<file path="src/rtl/rv32i_ctrl_pkg.sv">
// Shared types and encodings for the RV32I multicycle control path.
// State, ALU operation, mux-select encodings and opcode constants.
package rv32i_ctrl_pkg;

    typedef enum logic [2:0] {
        S_FETCH, S_DECODE, S_EXECUTE, S_MEMORY, S_WRITEBACK, S_TRAP
    } state_t;

    typedef enum logic [3:0] {
        ALU_ADD, ALU_SUB, ALU_SLL, ALU_SLT, ALU_SLTU,
        ALU_XOR, ALU_SRL, ALU_SRA, ALU_OR, ALU_AND
    } alu_ctl_t;

    typedef enum logic [1:0] {PC_PLUS4, PC_BRANCH, PC_JALR} pc_src_t;
    typedef enum logic [1:0] {SRC_A_RS1, SRC_A_PC, SRC_A_ZERO} alu_src_a_t;
    typedef enum logic [1:0] {WB_ALU, WB_MEM, WB_PC4} wb_sel_t;

    localparam logic [6:0] OP_R      = 7'b0110011;
    localparam logic [6:0] OP_IMM    = 7'b0010011;
    localparam logic [6:0] OP_LOAD   = 7'b0000011;
    localparam logic [6:0] OP_STORE  = 7'b0100011;
    localparam logic [6:0] OP_BRANCH = 7'b1100011;
    localparam logic [6:0] OP_JAL    = 7'b1101111;
    localparam logic [6:0] OP_JALR   = 7'b1100111;
    localparam logic [6:0] OP_LUI    = 7'b0110111;
    localparam logic [6:0] OP_AUIPC  = 7'b0010111;
    localparam logic [6:0] OP_FENCE  = 7'b0001111;
    localparam logic [6:0] OP_SYSTEM = 7'b1110011;

    // alt selects SUB for funct3=000 and SRA for funct3=101
    function automatic alu_ctl_t alu_op(input logic [2:0] funct3, input logic alt);
        alu_ctl_t op;
        case (funct3)
            3'b000:  op = alt ? ALU_SUB : ALU_ADD;
            3'b001:  op = ALU_SLL;
            3'b010:  op = ALU_SLT;
            3'b011:  op = ALU_SLTU;
            3'b100:  op = ALU_XOR;
            3'b101:  op = alt ? ALU_SRA : ALU_SRL;
            3'b110:  op = ALU_OR;
            default: op = ALU_AND;
        endcase
        return op;
    endfunction

endpackage

</file>
<file path="src/rtl/rv32i_alu_decoder.sv">
// Combinational ALU operation and operand-select decode from instruction fields.
import rv32i_ctrl_pkg::*;

module rv32i_alu_decoder (
    input  logic [6:0]  opcode,
    input  logic [2:0]  funct3,
    input  logic        funct7_5,
    output alu_ctl_t    alu_ctl,
    output alu_src_a_t  alu_src_a,
    output logic        alu_src_b
);

    always_comb begin
        alu_ctl   = ALU_ADD;
        alu_src_a = SRC_A_RS1;
        alu_src_b = 1'b0;
        case (opcode)
            OP_R: alu_ctl = alu_op(funct3, funct7_5);
            OP_IMM: begin
                // no SUBI: bit 30 only matters for the shift-right pair
                alu_ctl   = alu_op(funct3, funct7_5 && (funct3 == 3'b101));
                alu_src_b = 1'b1;
            end
            OP_LOAD, OP_STORE, OP_JALR: alu_src_b = 1'b1;
            OP_AUIPC, OP_JAL: begin
                alu_src_a = SRC_A_PC;
                alu_src_b = 1'b1;
            end
            OP_LUI: begin
                alu_src_a = SRC_A_ZERO;
                alu_src_b = 1'b1;
            end
            default: ;
        endcase
    end

endmodule

</file>
<file path="src/rtl/rv32i_ctrl_fsm.sv">
// Multicycle RV32I control FSM: fetch/decode/execute/memory/writeback sequencing.
// Optional CTRL_PERF_COUNTERS_EN adds cycle_count/instret_count outputs.
import rv32i_ctrl_pkg::*;

module rv32i_ctrl_fsm #(
    parameter int MEM_LATENCY = 1
) (
    input  logic        clk,
    input  logic        reset,
    input  logic [6:0]  opcode,
    input  logic [2:0]  funct3,
    input  logic        funct7_5,
    input  logic        branch_cond,
    output logic        ir_load,
    output logic        pc_load,
    output logic [1:0]  pc_src,
    output logic [1:0]  alu_src_a,
    output logic        alu_src_b,
    output logic [3:0]  alu_ctl,
    output logic        regfile_wren,
    output logic [1:0]  wb_sel,
    output logic        dmem_wren,
    output logic        illegal_instr,
    output logic [2:0]  state_out
`ifdef CTRL_PERF_COUNTERS_EN
    ,
    output logic [31:0] cycle_count,
    output logic [31:0] instret_count
`endif
);

    localparam int CW = $clog2(MEM_LATENCY + 1);
    localparam logic [CW-1:0] LAST = CW'(MEM_LATENCY);

    state_t         state, state_next;
    logic [CW-1:0]  cnt, cnt_next;
    logic           set_illegal;
    logic           pc_load_raw, rf_wren_raw, dm_wren_raw;
    pc_src_t        pc_sel;
    alu_src_a_t     a_sel, dec_a;
    alu_ctl_t       ctl, dec_ctl;
    wb_sel_t        wb;
    logic           b_sel, dec_b;
    logic           is_branch, is_load, is_store, is_jal, is_jalr, is_nop, legal;

    rv32i_alu_decoder u_dec (
        .opcode    (opcode),
        .funct3    (funct3),
        .funct7_5  (funct7_5),
        .alu_ctl   (dec_ctl),
        .alu_src_a (dec_a),
        .alu_src_b (dec_b)
    );

    assign is_branch = (opcode == OP_BRANCH);
    assign is_load   = (opcode == OP_LOAD);
    assign is_store  = (opcode == OP_STORE);
    assign is_jal    = (opcode == OP_JAL);
    assign is_jalr   = (opcode == OP_JALR);
    assign is_nop    = (opcode == OP_FENCE) || (opcode == OP_SYSTEM);

    always_comb begin
        case (opcode)
            OP_R, OP_IMM, OP_LOAD, OP_STORE, OP_BRANCH, OP_JAL, OP_JALR,
            OP_LUI, OP_AUIPC, OP_FENCE, OP_SYSTEM: legal = 1'b1;
            default: legal = 1'b0;
        endcase
    end

    always_ff @(posedge clk) begin
        if (reset) begin
            state         <= S_FETCH;
            cnt           <= '0;
            illegal_instr <= 1'b0;
        end else begin
            state <= state_next;
            cnt   <= cnt_next;
            if (set_illegal) illegal_instr <= 1'b1;
        end
    end

    always_comb begin
        state_next  = state;
        cnt_next    = cnt;
        set_illegal = 1'b0;
        ir_load     = 1'b0;
        pc_load_raw = 1'b0;
        rf_wren_raw = 1'b0;
        dm_wren_raw = 1'b0;
        pc_sel      = PC_PLUS4;
        a_sel       = SRC_A_RS1;
        b_sel       = 1'b0;
        ctl         = ALU_ADD;
        wb          = WB_ALU;
        case (state)
            S_FETCH: begin
                if (cnt == LAST) begin
                    ir_load    = 1'b1;
                    cnt_next   = '0;
                    state_next = S_DECODE;
                end else begin
                    cnt_next = cnt + 1'b1;
                end
            end
            S_DECODE: begin
                set_illegal = !legal;
                state_next  = legal ? S_EXECUTE : S_TRAP;
            end
            S_EXECUTE: begin
                a_sel = dec_a;
                b_sel = dec_b;
                ctl   = dec_ctl;
                if (is_branch) begin
                    pc_load_raw = 1'b1;
                    pc_sel      = branch_cond ? PC_BRANCH : PC_PLUS4;
                    state_next  = S_FETCH;
                end else if (is_load || is_store) begin
                    state_next = S_MEMORY;
                end else begin
                    state_next = S_WRITEBACK;
                end
            end
            S_MEMORY: begin
                if (is_store) begin
                    dm_wren_raw = 1'b1;
                    pc_load_raw = 1'b1;
                    state_next  = S_FETCH;
                end else if (cnt == LAST) begin
                    cnt_next   = '0;
                    state_next = S_WRITEBACK;
                end else begin
                    cnt_next = cnt + 1'b1;
                end
            end
            S_WRITEBACK: begin
                rf_wren_raw = !is_nop;
                pc_load_raw = 1'b1;
                pc_sel      = is_jal ? PC_BRANCH : (is_jalr ? PC_JALR : PC_PLUS4);
                wb          = is_load ? WB_MEM : ((is_jal || is_jalr) ? WB_PC4 : WB_ALU);
                state_next  = S_FETCH;
            end
            default: state_next = S_TRAP;
        endcase
    end

    // architectural side effects never escape a reset cycle
    assign pc_load      = pc_load_raw && !reset;
    assign regfile_wren = rf_wren_raw && !reset;
    assign dmem_wren    = dm_wren_raw && !reset;
    assign pc_src       = pc_sel;
    assign alu_src_a    = a_sel;
    assign alu_src_b    = b_sel;
    assign alu_ctl      = ctl;
    assign wb_sel       = wb;
    assign state_out    = state;

`ifdef CTRL_PERF_COUNTERS_EN
    always_ff @(posedge clk) begin
        if (reset) begin
            cycle_count   <= '0;
            instret_count <= '0;
        end else begin
            cycle_count <= cycle_count + 32'd1;
            if (pc_load) instret_count <= instret_count + 32'd1;
        end
    end
`endif

endmodule

</file>
<file path="config.mk">
export PLATFORM = sky130hd
export DESIGN_NAME = rv32i_ctrl_fsm
export DESIGN_NICKNAME = d
export VERILOG_FILES = /design/src/rtl/rv32i_ctrl_pkg.sv /design/src/rtl/rv32i_alu_decoder.sv /design/src/rtl/rv32i_ctrl_fsm.sv
export SDC_FILE = /design/constraint.sdc
export NUM_CORES = 1
export LEC_CHECK = 0
export CORE_AREA = 3 3 51 53
export CTS_CLUSTER_DIAMETER = 100
export DETAILED_ROUTE_END_ITERATION = 16
export DIE_AREA = 0 0 54 56
export GPL_TIMING_DRIVEN = 0
export PLACE_DENSITY = 0.71
export SLEW_MARGIN = 20
export SYNTH_ARGS = -nofsm -noshare
export SYNTH_HDL_FRONTEND = slang
export SYNTH_HIERARCHICAL = 1
export SYNTH_SLANG_ARGS = --single-unit
</file>
<file path="constraint.sdc">
create_clock -name clk -period 6.3 [get_ports clk]
set_clock_uncertainty 0.15 [all_clocks]
set_input_delay 1.26 -clock clk [delete_from_list [all_inputs] [get_ports clk]]
set_output_delay 1.26 -clock clk [all_outputs]
set_load 0.01 [all_outputs]
</file>
# Word level (Yosys, flattened, before mapping)

Cells that the tools add are included.

RAM bits: 0
Flip-flop bits (word level): 5
Latch bits: 0
ROM bits: 0
Word-level logic and storage cells: 85
Memories kept: 0

Reductions and logical operators: 18
Order comparisons: 0
Shift operators: 0
Add/subtract/negate cells: 1
Multipliers: 0
Muxes and demuxes: 39
Div/mod/pow operators: 0
Bitwise logic cells: 0
Equal/unequal tests: 24

Operator list:

| operator           | number |
|---|---|
| $pmux 4 s7         | 2 |
| $eq 7x7->1 const B | 4 |
| $eq 7x6->1 const B | 3 |
| $mux 1             | 18 |
| $mux 3             | 6 |
| $pmux 3 s5         | 1 |
| $eq 7x5->1 const B | 2 |
| $eq 3x2->1 const B | 4 |
| $eq 3x3->1 const B | 4 |
| $mux 2             | 6 |
| $reduce_or 11->1   | 1 |
| $pmux 2 s2         | 2 |
| $pmux 4 s2         | 1 |
| $eq 7x2->1 const B | 1 |
| $eq 7x4->1 const B | 1 |
| $reduce_or 7->1    | 1 |
| $eq 3x1->1 const B | 2 |
| $logic_not 3->1    | 2 |
| $logic_and 1x1->1  | 4 |
| $mux 4             | 1 |
| $ne 2x2->1 const B | 2 |
| $reduce_and 2->1   | 2 |
| $logic_not 1->1    | 3 |
| $logic_or 1x1->1   | 3 |
| 6 further kinds    | 6 |

# Depth between registers and ports, before layout

Depth in word-level cells: 6
Gate-level depth with buffers: 6
Mapped depth without buffers: 5

# Modules after synthesis

Netlist, hierarchy kept.

By module, submodules not included:

| module            | area each (sq um) | instances | cells each |
|---|---|---|---|
| rv32i_ctrl_fsm    | 564.3             | 1         | 81 |
| rv32i_alu_decoder | 180.2             | 1         | 25 |

# Worst setup path after synthesis

No wires, ideal clock.

Path kind: input port to output port
Start: input opcode[6]
End: output pc_load
Cell stages on the path: 4
Arrival time: 2.508 ns
Buffers on the path: 1
Data required time: 4.890 ns
Slack: 2.382 ns
Cell sequence: buf_6 -> or4_4 -> or3_4 -> a31oi_2

Longest elaborated chain between the ends: 4
Elaborated cells between the ends (all ways): 6
Classes of those cells: eq/ne (2); mux (3); reduce/logical (1)

Ends and longest elaborated chain:

| what                                     | line                                         | text |
|---|---|---|
| from (decl)                              | rv32i_ctrl_fsm.sv:10                         | `input logic [6:0] opcode,` |
| $eq 7x6->1 or $eq 7x7->1 (tied branches) | rv32i_ctrl_fsm.sv:57, rv32i_ctrl_fsm.sv:55   |  |
| $mux 1 (on tied branches)                | rv32i_ctrl_fsm.sv:124, rv32i_ctrl_fsm.sv:113 |  |
| $pmux 1 s3 (*)                           | rv32i_ctrl_fsm.sv:95                         | `case (state)` |
| $logic_and 1x1->1 (*)                    | rv32i_ctrl_fsm.sv:147                        | `assign pc_load = pc_load_raw && !reset;` |
| to (decl)                                | rv32i_ctrl_fsm.sv:15                         | `output logic pc_load,` |

Mark *: on every way between the ends. The rest lies on a longest branch, timed or not.

# Worst setup path in the final report

Start: input opcode[1]
End: output pc_load

Same word-level chain as after synthesis.

==> reports/metrics.cfg <==
[synthesis]
syn_inst=106
synth_compound_area_share_pct=28.1
ys_ff_latch=5
ys_seq_area_share_pct=13.4
synth_area_per_cell_um2=7.02
synth_fa_ha_area_share_pct=1.34
yosysMostFrequentCell=nor2_1
synthArstFlopShare_pct=0
synth-edff-count=0
syn_area_um2=744
synth_top_family_by_area=simple AND/OR/NAND/NOR gates
ys_top_cells_by_area=dfxtp_1 (13%), nor2_1 (7.1%), and2_1 (5.9%), a21oi_1 (4.7%), nand2_1 (4.5%)
synth_top_cell_area_share_pct=13.4
synthXorXnorAreaFrac_pct=1.18
ys.flop_type=dfxtp_1
netlist_top_cells_count=nor2_1 (14), nand2_1 (9), a21oi_1 (7), and2_1 (7)
synth_cell_types=44
ys_warn_count=6
syn_nets=120
yosys-mux-area-fraction_pct=0
synth-simple-area-share_pct=49.2
synth_largest_area_cell=dfxtp_1

[clock_network]
clk_path_buf_depth=2
htree_levels=1
worstSkewPairLatency_ns=0.24
cts_setup_buffers=0
cts_sinks=5
root_buffer=clkbuf_4
path_clk_slew_ns=0.04
cts.repair.resized=0
cts_tree=built
cts_buffers=3
hold_buffers=0

[worst_setup_path]
end_kind=output port
cp_max_fo=6
worst_setup_path_start_kind=input port
required_ns=4.89
path_cells=clkdlybuf4s50_1 > nand3b_4 > or4_4 > or3_4 > a31oi_2 > clkdlybuf4s50_1
critical_path_class=input port to output port
cpMaxStageDelayCell=clkdlybuf4s50_1
rrSetupSlack_ns=4.59
slowest_delay_ns=0.67
crit_arrival_ns=3.66
path_common_cell=clkdlybuf4s50_1

[route]
met2_length_mm=1.05
dr_wl_met3_um=138
routedWlPerCell_um=12.4
drc=0
drt_pass1_iterations=4
dr_total_vias=890
drt_iter0_markers=1
wl_met1_um=893
vias_per_cell=5.27
routed.top_layer=met4
wl_mm=2.10
antenna_left=0

[placed_design]
port_buffers=31
place_hpwl_mm=1.69
place.gp.congestion=0.763
place_area_um2=1090

[die]
die_width_um=54
start_util_pct=34.0
core_area_um2=2190
die_area_um2=3020
rows=17
ioPinCount=33
die_h_um=56

[sta]
fin_setup_tns_ns=0
tightest_slew_ns=0.455
setup_viol=0
period_needed_ns=5.07
slew_headroom_pct=69.5
post-route-period-util_pct=80.5
hold_viol_final=0
grt_setup_unrepaired=false
drv_slew=0
max_freq_ghz=0.197

[cells_and_area]
multiInputGateArea_um2=594
syn2layout_area_growth_pct=49.9
antenna_cells=0
drive_gt1_share_pct=12.1
final_nets=156
postLayoutCoreUtil_pct=50.9
fin_area_um2=1120
seq_area_um2=100
fillers=224

[pwr]
ir_drop_mv=0.146
power.leakage_nw=0.393
power_density_nw_per_um2=205

[job]
maxCapViolCount=0

[grt]
grt_start_max_net_pins=13
antenna_found_initial=0
grt_overflow=0
grt_use_total_pct=14.5
grt_pass1_wl_mm=3.51
grt_pass1_vias=844

[hold_path]
hold_class=flop to flop

[outcome]
status=complete, no violations

cell usage in the layout, fill, tap and decap left out, types with 2 or more instances in the layout:
cell             Yosys  routed
nor3_1               5       5
o22ai_1              2       2
nand2_1              9       9
and3_1               3       3
a21boi_1             2       2
a2bb2oi_1            2       2
a31oi_1              3       3
nand2b_1             2       2
inv_2                3       3
clkbuf_1             3       4
a21oi_1              7       7
o21ai_0              2       2
nor2_1              14      14
nor3b_1              2       2
clkdlybuf4s50_1      0      31
a211oi_1             2       2
nand3_1              5       5
nor2b_1              2       2
clkbuf_4             0       3
inv_1                2       2
and2_1               7       7
dfxtp_1              5       5
final timing paths:
path / from / to / cells past startpoint
hold / removal: illegal_instr / illegal_instr / 2
setup / recovery: opcode[1] / pc_load / 6
hold reg to reg: illegal_instr / illegal_instr / 2
setup reg to reg: state_out[0] / state_out[2] / 4
final cells by class:
| cell class | count | share of cell area [%] |
|---|---|---|
| buffer | 6 | 2.80 |
| clock buffer | 4 | 2.35 |
| inverter | 5 | 1.68 |
| multi-input combinational | 90 | 53.3 |
| sequential | 5 | 8.97 |
| tap | 28 | 3.14 |
| timing repair buffer | 31 | 27.8 |
state kept, by name, summed over array words and instances (netlist names):
register       cells
illegal_instr      1
cnt                1
state_out          3
per-layer routing:
metal	track usage, %	vias up
met2	24.2	26
li1	-	460
met4	6.41	0
met5	0	-
met3	2.41	2
met1	17.4	402
through the flow:
stage,setup slack [ns],power (mW),hold slack (ns),std cells
final,1.23,0.229,0.333,169
after global routing,1.17,0.247,0.350,169
after CTS,1.22,0.231,0.332,169
after detailed placement,1.23,0.192,0.326,165
after global placement,1.26,0.189,0.303,165
after floorplan,2.38,0.139,0.355,106
where the power goes:
part / total, mW / switching [mW] / internal, mW
clock: 0.0370 / 0.0131 / 0.0239
combinational: 0.139 / 0.0722 / 0.0668
sequential: 0.0532 / 0.0104 / 0.0428
total: 0.229 / 0.0957 / 0.134
logic make-up (layout without fill, tap and decap cells):
| kind of cell | count (synthesis) | after routing |
|---|---|---|
| simple gates | 59 | 59 |
| compound gates | 29 | 29 |
| flops | 5 | 5 |
| buf+inv | 11 | 46 |
| xor+xnor | 1 | 1 |
| fa+ha+maj | 1 | 1 |
worst max-delay path, delay by kind of cell:
family                 cells  cell delay [ns]
AOI/OAI and AO/OA          1             0.16
buffers and inverters      2             1.23
and+or+nand+nor            3             1.00
Note: power is estimated with default switching activity, not from simulation.
